### src/rtl/riscv_id_counters.sv
// Machine ID CSRs plus 64-bit mcycle/minstret; RV12_MCOUNTINHIBIT_EN adds mcountinhibit at 0xB20.
// Latency: one cycle from csr_req to csr_ack/csr_err/csr_rdata.
// Backpressure: none; a request may be issued every cycle.
module riscv_id_counters #(
   parameter int          XLEN     = 32,
   parameter int unsigned VENDORID = 0,
   parameter int unsigned HARTID   = 0
) (
   input  logic            clk,
   input  logic            rstn,
   input  logic            csr_req,
   input  logic            csr_we,
   input  logic [11:0]     csr_addr,
   input  logic [XLEN-1:0] csr_wdata,
   output logic            csr_ack,
   output logic            csr_err,
   output logic [XLEN-1:0] csr_rdata,
   input  logic            instret
);

   localparam int unsigned ARCHID       = 12;
   localparam logic [7:0]  REVPRV_MAJOR = 8'd1;
   localparam logic [7:0]  REVPRV_MINOR = 8'd10;
   localparam logic [7:0]  REVUSR_MAJOR = 8'd2;
   localparam logic [7:0]  REVUSR_MINOR = 8'd2;
   localparam logic [31:0] MIMPID       = {REVPRV_MAJOR, REVPRV_MINOR, REVUSR_MAJOR, REVUSR_MINOR};

   localparam logic [11:0] A_MVENDORID     = 12'hF11;
   localparam logic [11:0] A_MARCHID       = 12'hF12;
   localparam logic [11:0] A_MIMPID        = 12'hF13;
   localparam logic [11:0] A_MHARTID       = 12'hF14;
   localparam logic [11:0] A_MCYCLE        = 12'hB00;
   localparam logic [11:0] A_MINSTRET      = 12'hB02;
   localparam logic [11:0] A_MCYCLEH       = 12'hB80;
   localparam logic [11:0] A_MINSTRETH     = 12'hB82;
`ifdef RV12_MCOUNTINHIBIT_EN
   localparam logic [11:0] A_MCOUNTINHIBIT = 12'hB20;
`endif

   logic            ack_q, ack_d;
   logic            err_q, err_d;
   logic [XLEN-1:0] rdata_q, rdata_d;
   logic [63:0]     mcycle_q, mcycle_d;
   logic [63:0]     minstret_q, minstret_d;

   logic            addr_hit;
   logic            addr_ro;
   logic            acc_err;
   logic            wr_ok;
   logic [XLEN-1:0] rd_val;
   logic            cy_inh;
   logic            ir_inh;

`ifdef RV12_MCOUNTINHIBIT_EN
   logic cy_inh_q, cy_inh_d;
   logic ir_inh_q, ir_inh_d;

   assign cy_inh = cy_inh_q;
   assign ir_inh = ir_inh_q;
`else
   assign cy_inh = 1'b0;
   assign ir_inh = 1'b0;
`endif

   // Address decode and read mux; counter reads see the value before this edge's update.
   always_comb begin
      addr_hit = 1'b1;
      addr_ro  = 1'b0;
      rd_val   = '0;
      case (csr_addr)
         A_MVENDORID: begin
            rd_val  = XLEN'(VENDORID);
            addr_ro = 1'b1;
         end
         A_MARCHID: begin
            rd_val  = XLEN'(ARCHID);
            addr_ro = 1'b1;
         end
         A_MIMPID: begin
            rd_val  = XLEN'(MIMPID);
            addr_ro = 1'b1;
         end
         A_MHARTID: begin
            rd_val  = XLEN'(HARTID);
            addr_ro = 1'b1;
         end
         A_MCYCLE:    rd_val = XLEN'(mcycle_q);
         A_MINSTRET:  rd_val = XLEN'(minstret_q);
         A_MCYCLEH: begin
            if (XLEN == 32) rd_val = XLEN'(mcycle_q[63:32]);
            else            addr_hit = 1'b0;
         end
         A_MINSTRETH: begin
            if (XLEN == 32) rd_val = XLEN'(minstret_q[63:32]);
            else            addr_hit = 1'b0;
         end
`ifdef RV12_MCOUNTINHIBIT_EN
         A_MCOUNTINHIBIT: rd_val = XLEN'({29'd0, ir_inh_q, 1'b0, cy_inh_q});
`endif
         default: addr_hit = 1'b0;
      endcase
   end

   assign acc_err = !addr_hit || (csr_we && addr_ro);
   assign wr_ok   = csr_req && csr_we && !acc_err;

   always_comb begin
      ack_d   = csr_req;
      err_d   = csr_req && acc_err;
      rdata_d = (csr_req && !acc_err) ? rd_val : '0;
   end

   // A 64-bit add carries low-to-high in the same cycle; a write replaces the increment outright.
   always_comb begin
      mcycle_d   = mcycle_q + (cy_inh ? 64'd0 : 64'd1);
      minstret_d = minstret_q + ((instret && !ir_inh) ? 64'd1 : 64'd0);
      if (wr_ok) begin
         case (csr_addr)
            A_MCYCLE: begin
               if (XLEN == 64) mcycle_d = 64'(csr_wdata);
               else            mcycle_d = {mcycle_q[63:32], csr_wdata[31:0]};
            end
            A_MINSTRET: begin
               if (XLEN == 64) minstret_d = 64'(csr_wdata);
               else            minstret_d = {minstret_q[63:32], csr_wdata[31:0]};
            end
            A_MCYCLEH:   mcycle_d   = {csr_wdata[31:0], mcycle_q[31:0]};
            A_MINSTRETH: minstret_d = {csr_wdata[31:0], minstret_q[31:0]};
            default: ;
         endcase
      end
   end

`ifdef RV12_MCOUNTINHIBIT_EN
   // New inhibit bits gate increments starting at the edge after the write.
   always_comb begin
      cy_inh_d = cy_inh_q;
      ir_inh_d = ir_inh_q;
      if (wr_ok && csr_addr == A_MCOUNTINHIBIT) begin
         cy_inh_d = csr_wdata[0];
         ir_inh_d = csr_wdata[2];
      end
   end

   always_ff @(posedge clk) begin
      if (!rstn) begin
         cy_inh_q <= 1'b0;
         ir_inh_q <= 1'b0;
      end else begin
         cy_inh_q <= cy_inh_d;
         ir_inh_q <= ir_inh_d;
      end
   end
`endif

   always_ff @(posedge clk) begin
      if (!rstn) begin
         ack_q      <= 1'b0;
         err_q      <= 1'b0;
         rdata_q    <= '0;
         mcycle_q   <= '0;
         minstret_q <= '0;
      end else begin
         ack_q      <= ack_d;
         err_q      <= err_d;
         rdata_q    <= rdata_d;
         mcycle_q   <= mcycle_d;
         minstret_q <= minstret_d;
      end
   end

   assign csr_ack   = ack_q;
   assign csr_err   = err_q;
   assign csr_rdata = rdata_q;

endmodule

### config.mk
export PLATFORM = sky130hd
export DESIGN_NAME = riscv_id_counters
export DESIGN_NICKNAME = d
export VERILOG_FILES = /design/src/rtl/riscv_id_counters.sv
export SDC_FILE = /design/constraint.sdc
export NUM_CORES = 1
export LEC_CHECK = 0
export ABC_AREA = 0
export ABC_CLOCK_PERIOD_IN_PS = 3300
export CORE_MARGIN = 4
export CORE_UTILIZATION = 35
export CTS_CLUSTER_DIAMETER = 80
export DETAILED_ROUTE_END_ITERATION = 10
export GPL_ROUTABILITY_DRIVEN = 0
export SKIP_CTS_REPAIR_TIMING = 1
export SLEW_MARGIN = 10
export SYNTH_ARGS = -nofsm -noshare
export SYNTH_HDL_FRONTEND = slang
export SYNTH_SLANG_ARGS = --single-unit
### constraint.sdc
create_clock -name clk -period 3.3 [get_ports clk]
set_input_delay 0.66 -clock clk [delete_from_list [all_inputs] [get_ports clk]]
set_output_delay 0.66 -clock clk [all_outputs]
set_load 0.05 [all_outputs]
Word-level counts from Yosys, hierarchy flattened
Cells that the tools add are included.
{"block": "classes", "mux": 8, "n_eq_ne": 12, "n_reduce_logical": 11, "add_sub_neg": 2}
{"cell": "one-hot mux 64 bit (2 select lines)", "n": 2}
{"cell": "one-hot mux 32 bit (6 select lines)", "n": 1}
{"cell": "two-way mux 64 bit", "n": 2}
{"cell": "equality test 12 bit, second input constant", "n": 8}
{"cell": "adder 64 x 1 -> 64 bit", "n": 1}
{"cell": "adder 64 x 1 -> 64 bit, second input constant", "n": 1}
{"cell": "inequality test 2 bit, second input constant", "n": 4}
{"cell": "OR reduction 8 bit", "n": 1}
{"cell": "logical AND 1 bit", "n": 5}
{"cell": "OR reduction 4 bit", "n": 1}
{"cell": "two-way mux 1 bit", "n": 3}
{"cell": "logical NOT 1 bit", "n": 2}
{"cell": "AND reduction 2 bit", "n": 1}
{"cell": "logical OR 1 bit", "n": 1}
{"block": "totals", "output_inout_bits": 34, "input_bits": 49, "wordCells": 40, "regBits": 162}

Depth between registers and ports, before layout
{"block": "depth", "depth_word": 8, "ltp_mapped": 10, "depth_no_buf": 8}

Worst setup path after synthesis
No wires, ideal clock.
{"block": "synth_path", "path_kind": "input to register", "start": "input port instret", "end": "register minstret_q[50]", "n_path_buf": 1, "setup_time_ps": 115, "required_time_ps": 3185, "setup_slack_ps": 644, "arrival_ps": 2542, "cell_stages": 9, "cell_sequence": "ha_1 ha_1 nand3_1 or2_2 or4_4 buf_6 nor3_4 a211oi_1 o21a_1"}
{"block": "synth_via", "elab_chain_cells": 4}
{"element": "from (decl)", "line_no": "18", "source": "input logic instret"}
{"element": "two-way mux 1 bit (*)", "line_no": "116", "source": "minstret_d = minstret_q + ((instret && !ir_inh) ? 64'd1 : 64'd0);"}
{"element": "adder 64 x 1 -> 64 bit (*)", "line_no": "116"}
{"element": "one-hot mux 64 bit (2 select lines)", "line_no": "118", "source": "case (csr_addr)"}
{"element": "two-way mux 64 bit (*)", "line_no": "117", "source": "if (wr_ok) begin"}
{"element": "to (signal assigned)", "line_no": "168", "source": "minstret_q <= minstret_d;"}
{"element": "to (decl)", "line_no": "44", "source": "logic [63:0] minstret_q, minstret_d;"}
Mark *: on every way between the ends. The rest lies on a longest branch, timed or not.
A chain may end at the register's enable or synchronous reset.

Worst setup path in the final report
{"block": "layout_path", "start": "register mcycle_q[1]", "end": "register mcycle_q[40]"}
{"block": "layout_via", "elab_chain_cells": 3}
{"element": "from (decl)", "line_no": "43", "source": "logic [63:0] mcycle_q, mcycle_d;"}
{"element": "from (signal assigned)", "line_no": "167", "source": "mcycle_q <= mcycle_d;"}
{"element": "adder 64 x 1 -> 64 bit (*)", "line_no": "115", "source": "mcycle_d = mcycle_q + (cy_inh ? 64'd0 : 64'd1);"}
{"element": "one-hot mux 64 bit (2 select lines)", "line_no": "118"}
{"element": "two-way mux 64 bit (*)", "line_no": "117"}
Marked as above.

==> results.sh <==
export IMPL_outcome="finished, final reports clean"
export IMPL_worst_slack_ns=0.405
export IMPL_critPathKind="reg2reg"
export IMPL_fin_cells=1723
export IMPL_setup_violations_final=0
export IMPL_clk_latency_ns=0.45
export IMPL_leakage_nw=3.45
export IMPL_path_clk_slew_ns=0.07
export IMPL_synth_area_mm2=0.00976
export IMPL_min_path_type="in2reg"
export IMPL_totalWireLength_um=43700
export IMPL_synth_top_area_share_pct=33.2
export IMPL_slew_headroom_pct=53.1
export IMPL_synth_nets=1313
export IMPL_fin_crit_ns=2.89
export IMPL_ir_drop_mv=0.340
export IMPL_synth_cells=1261
export IMPL_ff2ff_setup_slack_ns=0.41
export IMPL_grtUsageTotal_pct=27.4
export IMPL_rsz0062_at_grt="no"
export IMPL_ys_seq_area_share_pct=33.2
export IMPL_synth_edf_count=0
export IMPL_power_density_mw_per_mm2=360
export IMPL_htree_levels=4
export IMPL_first_pass_iters=6
export IMPL_final_max_slew_viol_count=0
export IMPL_fin_setup_tns_ns=0
export IMPL_cts_buffer_depth=2
export IMPL_vias=11263
export IMPL_portBuffers=82
export IMPL_core_mm2=0.0272
export IMPL_final_antenna_net_count=0
export IMPL_cts_tree="done"
export IMPL_drt_iter0_markers=1716
export IMPL_post_place_ws_ns=0.0737
export IMPL_yosys_most_used_dff="dfxtp_1"
export IMPL_hold_viol_final=0
export IMPL_critPathRequiredTime_ns=3.64
export IMPL_io_pins=83
export IMPL_cp_arrival_ns=3.23
export IMPL_synth_seq_cells=162
export IMPL_syn2layout_area_growth_pct=21.5
export IMPL_dieArea_mm2=0.0306
export IMPL_crit_fanout=14
export IMPL_grt_max_degree=59
export IMPL_r2r_end="mcycle_q[40]$_SDFFE_PN0P_"
export IMPL_antenna_found_initial=0
export IMPL_startpoint="mcycle_q[1]$_SDFFE_PN0P_"
export IMPL_gr_total_overflow=0
export IMPL_drt_vias_per_instance=6.54
export IMPL_async_flop_share_pct=0
export IMPL_tightest_slew_ns=0.704
export IMPL_max_freq_ghz=0.345
export IMPL_ys_warnings_count=0
export IMPL_drive_above_1_share_pct=11.3
export IMPL_r2r_start="mcycle_q[1]$_SDFFE_PN0P_"
export IMPL_drcViolationCount=0
export IMPL_antenna_cells=0
export IMPL_power_w=0.00426
export IMPL_dpl_cell_count=1691
export IMPL_synth_distinct_cells=81
export IMPL_first_global_vias=10212
export IMPL_cap_viol_max_count=0
export IMPL_dp_hpwl_um=31700
export IMPL_finalClockSkew_ns=0.0147
export IMPL_rows=60
export IMPL_fill_cells=2793
export IMPL_reg2regPathDepth=7
export IMPL_syn_avg_cell_area_um2=7.74
export IMPL_finalNetCount=1390
export IMPL_cp_endpoint="mcycle_q[40]$_SDFFE_PN0P_"
export IMPL_grt_first_pass_wirelength_um=64500
export IMPL_synth_top_area_cell="dfxtp_1"
export IMPL_cts_sinks=162
export IMPL_start_kind="flip-flop"
export IMPL_routedWlPerCell_um=25.4
export IMPL_die_w_um=175
export IMPL_die_h_um=175
export IMPL_initial_utilization_pct=35.9
export IMPL_fin_crit_sh_pct=87.7
export IMPL_numCtsBuffers=17
export IMPL_synthTopCellsByArea="dfxtp_1 (33%), a21oi_1 (6.8%), a22oi_1 (4.8%)"
export IMPL_hold_depth=2
export IMPL_end_kind="flip-flop"
export IMPL_clock_root_buffer="clkbuf_16"
export IMPL_whs_ns=0.536
==> worst min path at each step <==
stage | slack [ns] | from | endpoint
floorplan | 0.45 | mcycle_q[25]$_SDFFE_PN0P_ | mcycle_q[25]$_SDFFE_PN0P_
global placement | 0.51 | mcycle_q[25]$_SDFFE_PN0P_ | mcycle_q[25]$_SDFFE_PN0P_
detailed placement | 0.52 | mcycle_q[25]$_SDFFE_PN0P_ | mcycle_q[25]$_SDFFE_PN0P_
CTS | 0.54 | rstn | csr_ack$_SDFF_PN0_
global route | 0.56 | rstn | csr_ack$_SDFF_PN0_
finish | 0.54 | rstn | csr_ack$_SDFF_PN0_
==> sequential cells by signal (all words and copies together) (netlist names) <==
signal / flops
minstret_q: 64
mcycle_q: 64
csr_err: 1
csr_rdata: 32
csr_ack: 1
==> cells by family (layout without fill, tap and decap cells) <==
family	Yosys count	after routing	synth area share, %
simple gates	499	499	27.9
compound gates	432	432	28.4
flops	162	162	33.2
buf+inv	112	202	4.90
xor+xnor	34	34	3.05
mux	19	19	2.10
fa+ha+maj	3	3	0.385
==> layout by cell type, fill, tap and decap left out, drive strengths merged, types with 41 or more instances in the layout <==
cell type        n
nor4            41
nand4           48
nor2            77
dfxtp          162
nand2          106
clkdlybuf4s50   80
a21oi          133
nand3           63
buf             67
o21ai           83
a22oi           62
nor3            78
==> final cells by class <==
cell class	count	area, um^2	area share (%)
multi-input cells	987	6070	51.2
well taps	372	465	3.93
clock buffers	18	439	3.70
inverters	23	86.3	0.728
clock inverters	14	141	1.19
flip-flops and latches	162	3240	27.4
repair buffers	147	1410	11.9
==> cell usage after synthesis (8+ instances only) <==
library cell and number:
and2_1 8, a31oi_1 14, nor3_1 72, and4_1 9
o22ai_1 28, xnor2_1 28, nand3_1 60, nand4_1 47
mux2_2 12, clkbuf_1 66, dfxtp_1 162, nor4_1 33
o31a_1 9, a22oi_1 62, o21ai_0 83, nand2_1 106
buf_2 11, nor2_1 77, inv_1 21, a211oi_1 22
a21oi_1 133, or3_1 8, and3_1 24, a221oi_1 12
==> per-layer routing <==
layer | wire [um] | vias up | global-route usage [%]
li1 | - | 5029 | -
met1 | 17500 | 5327 | 38.1
met2 | 19000 | 781 | 41.2
met3 | 5290 | 126 | 6.49
met4 | 1910 | 0 | 10.8
met5 | 0 | - | 0
==> power breakdown <==
part | switching [W] | internal [W]
registers | 0.0000118 | 0.00196
clock network | 0.000948 | 0.00108
logic | 0.000167 | 0.0000933
total | 0.00113 | 0.00314
==> per-stage QoR <==
step / util, % / instance area, um^2
6_report: 43.6 / 11900
5_1_grt: 43.6 / 11900
4_1_cts: 43.6 / 11900
3_5_place_dp: 41.5 / 11300
3_3_place_gp: 41.5 / 11300
2_1_floorplan: - / 9760
==> worst max-delay path, cell delays in order (launching register included) <==
cell and delay (ns):
dfxtp_1 0.44, ha_1 0.30, nand4_1 0.18, or2_2 0.42
or3_1 0.69, nor3_1 0.44, a21oi_1 0.13, o21a_1 0.19
Power figures use the tool's default switching activity.
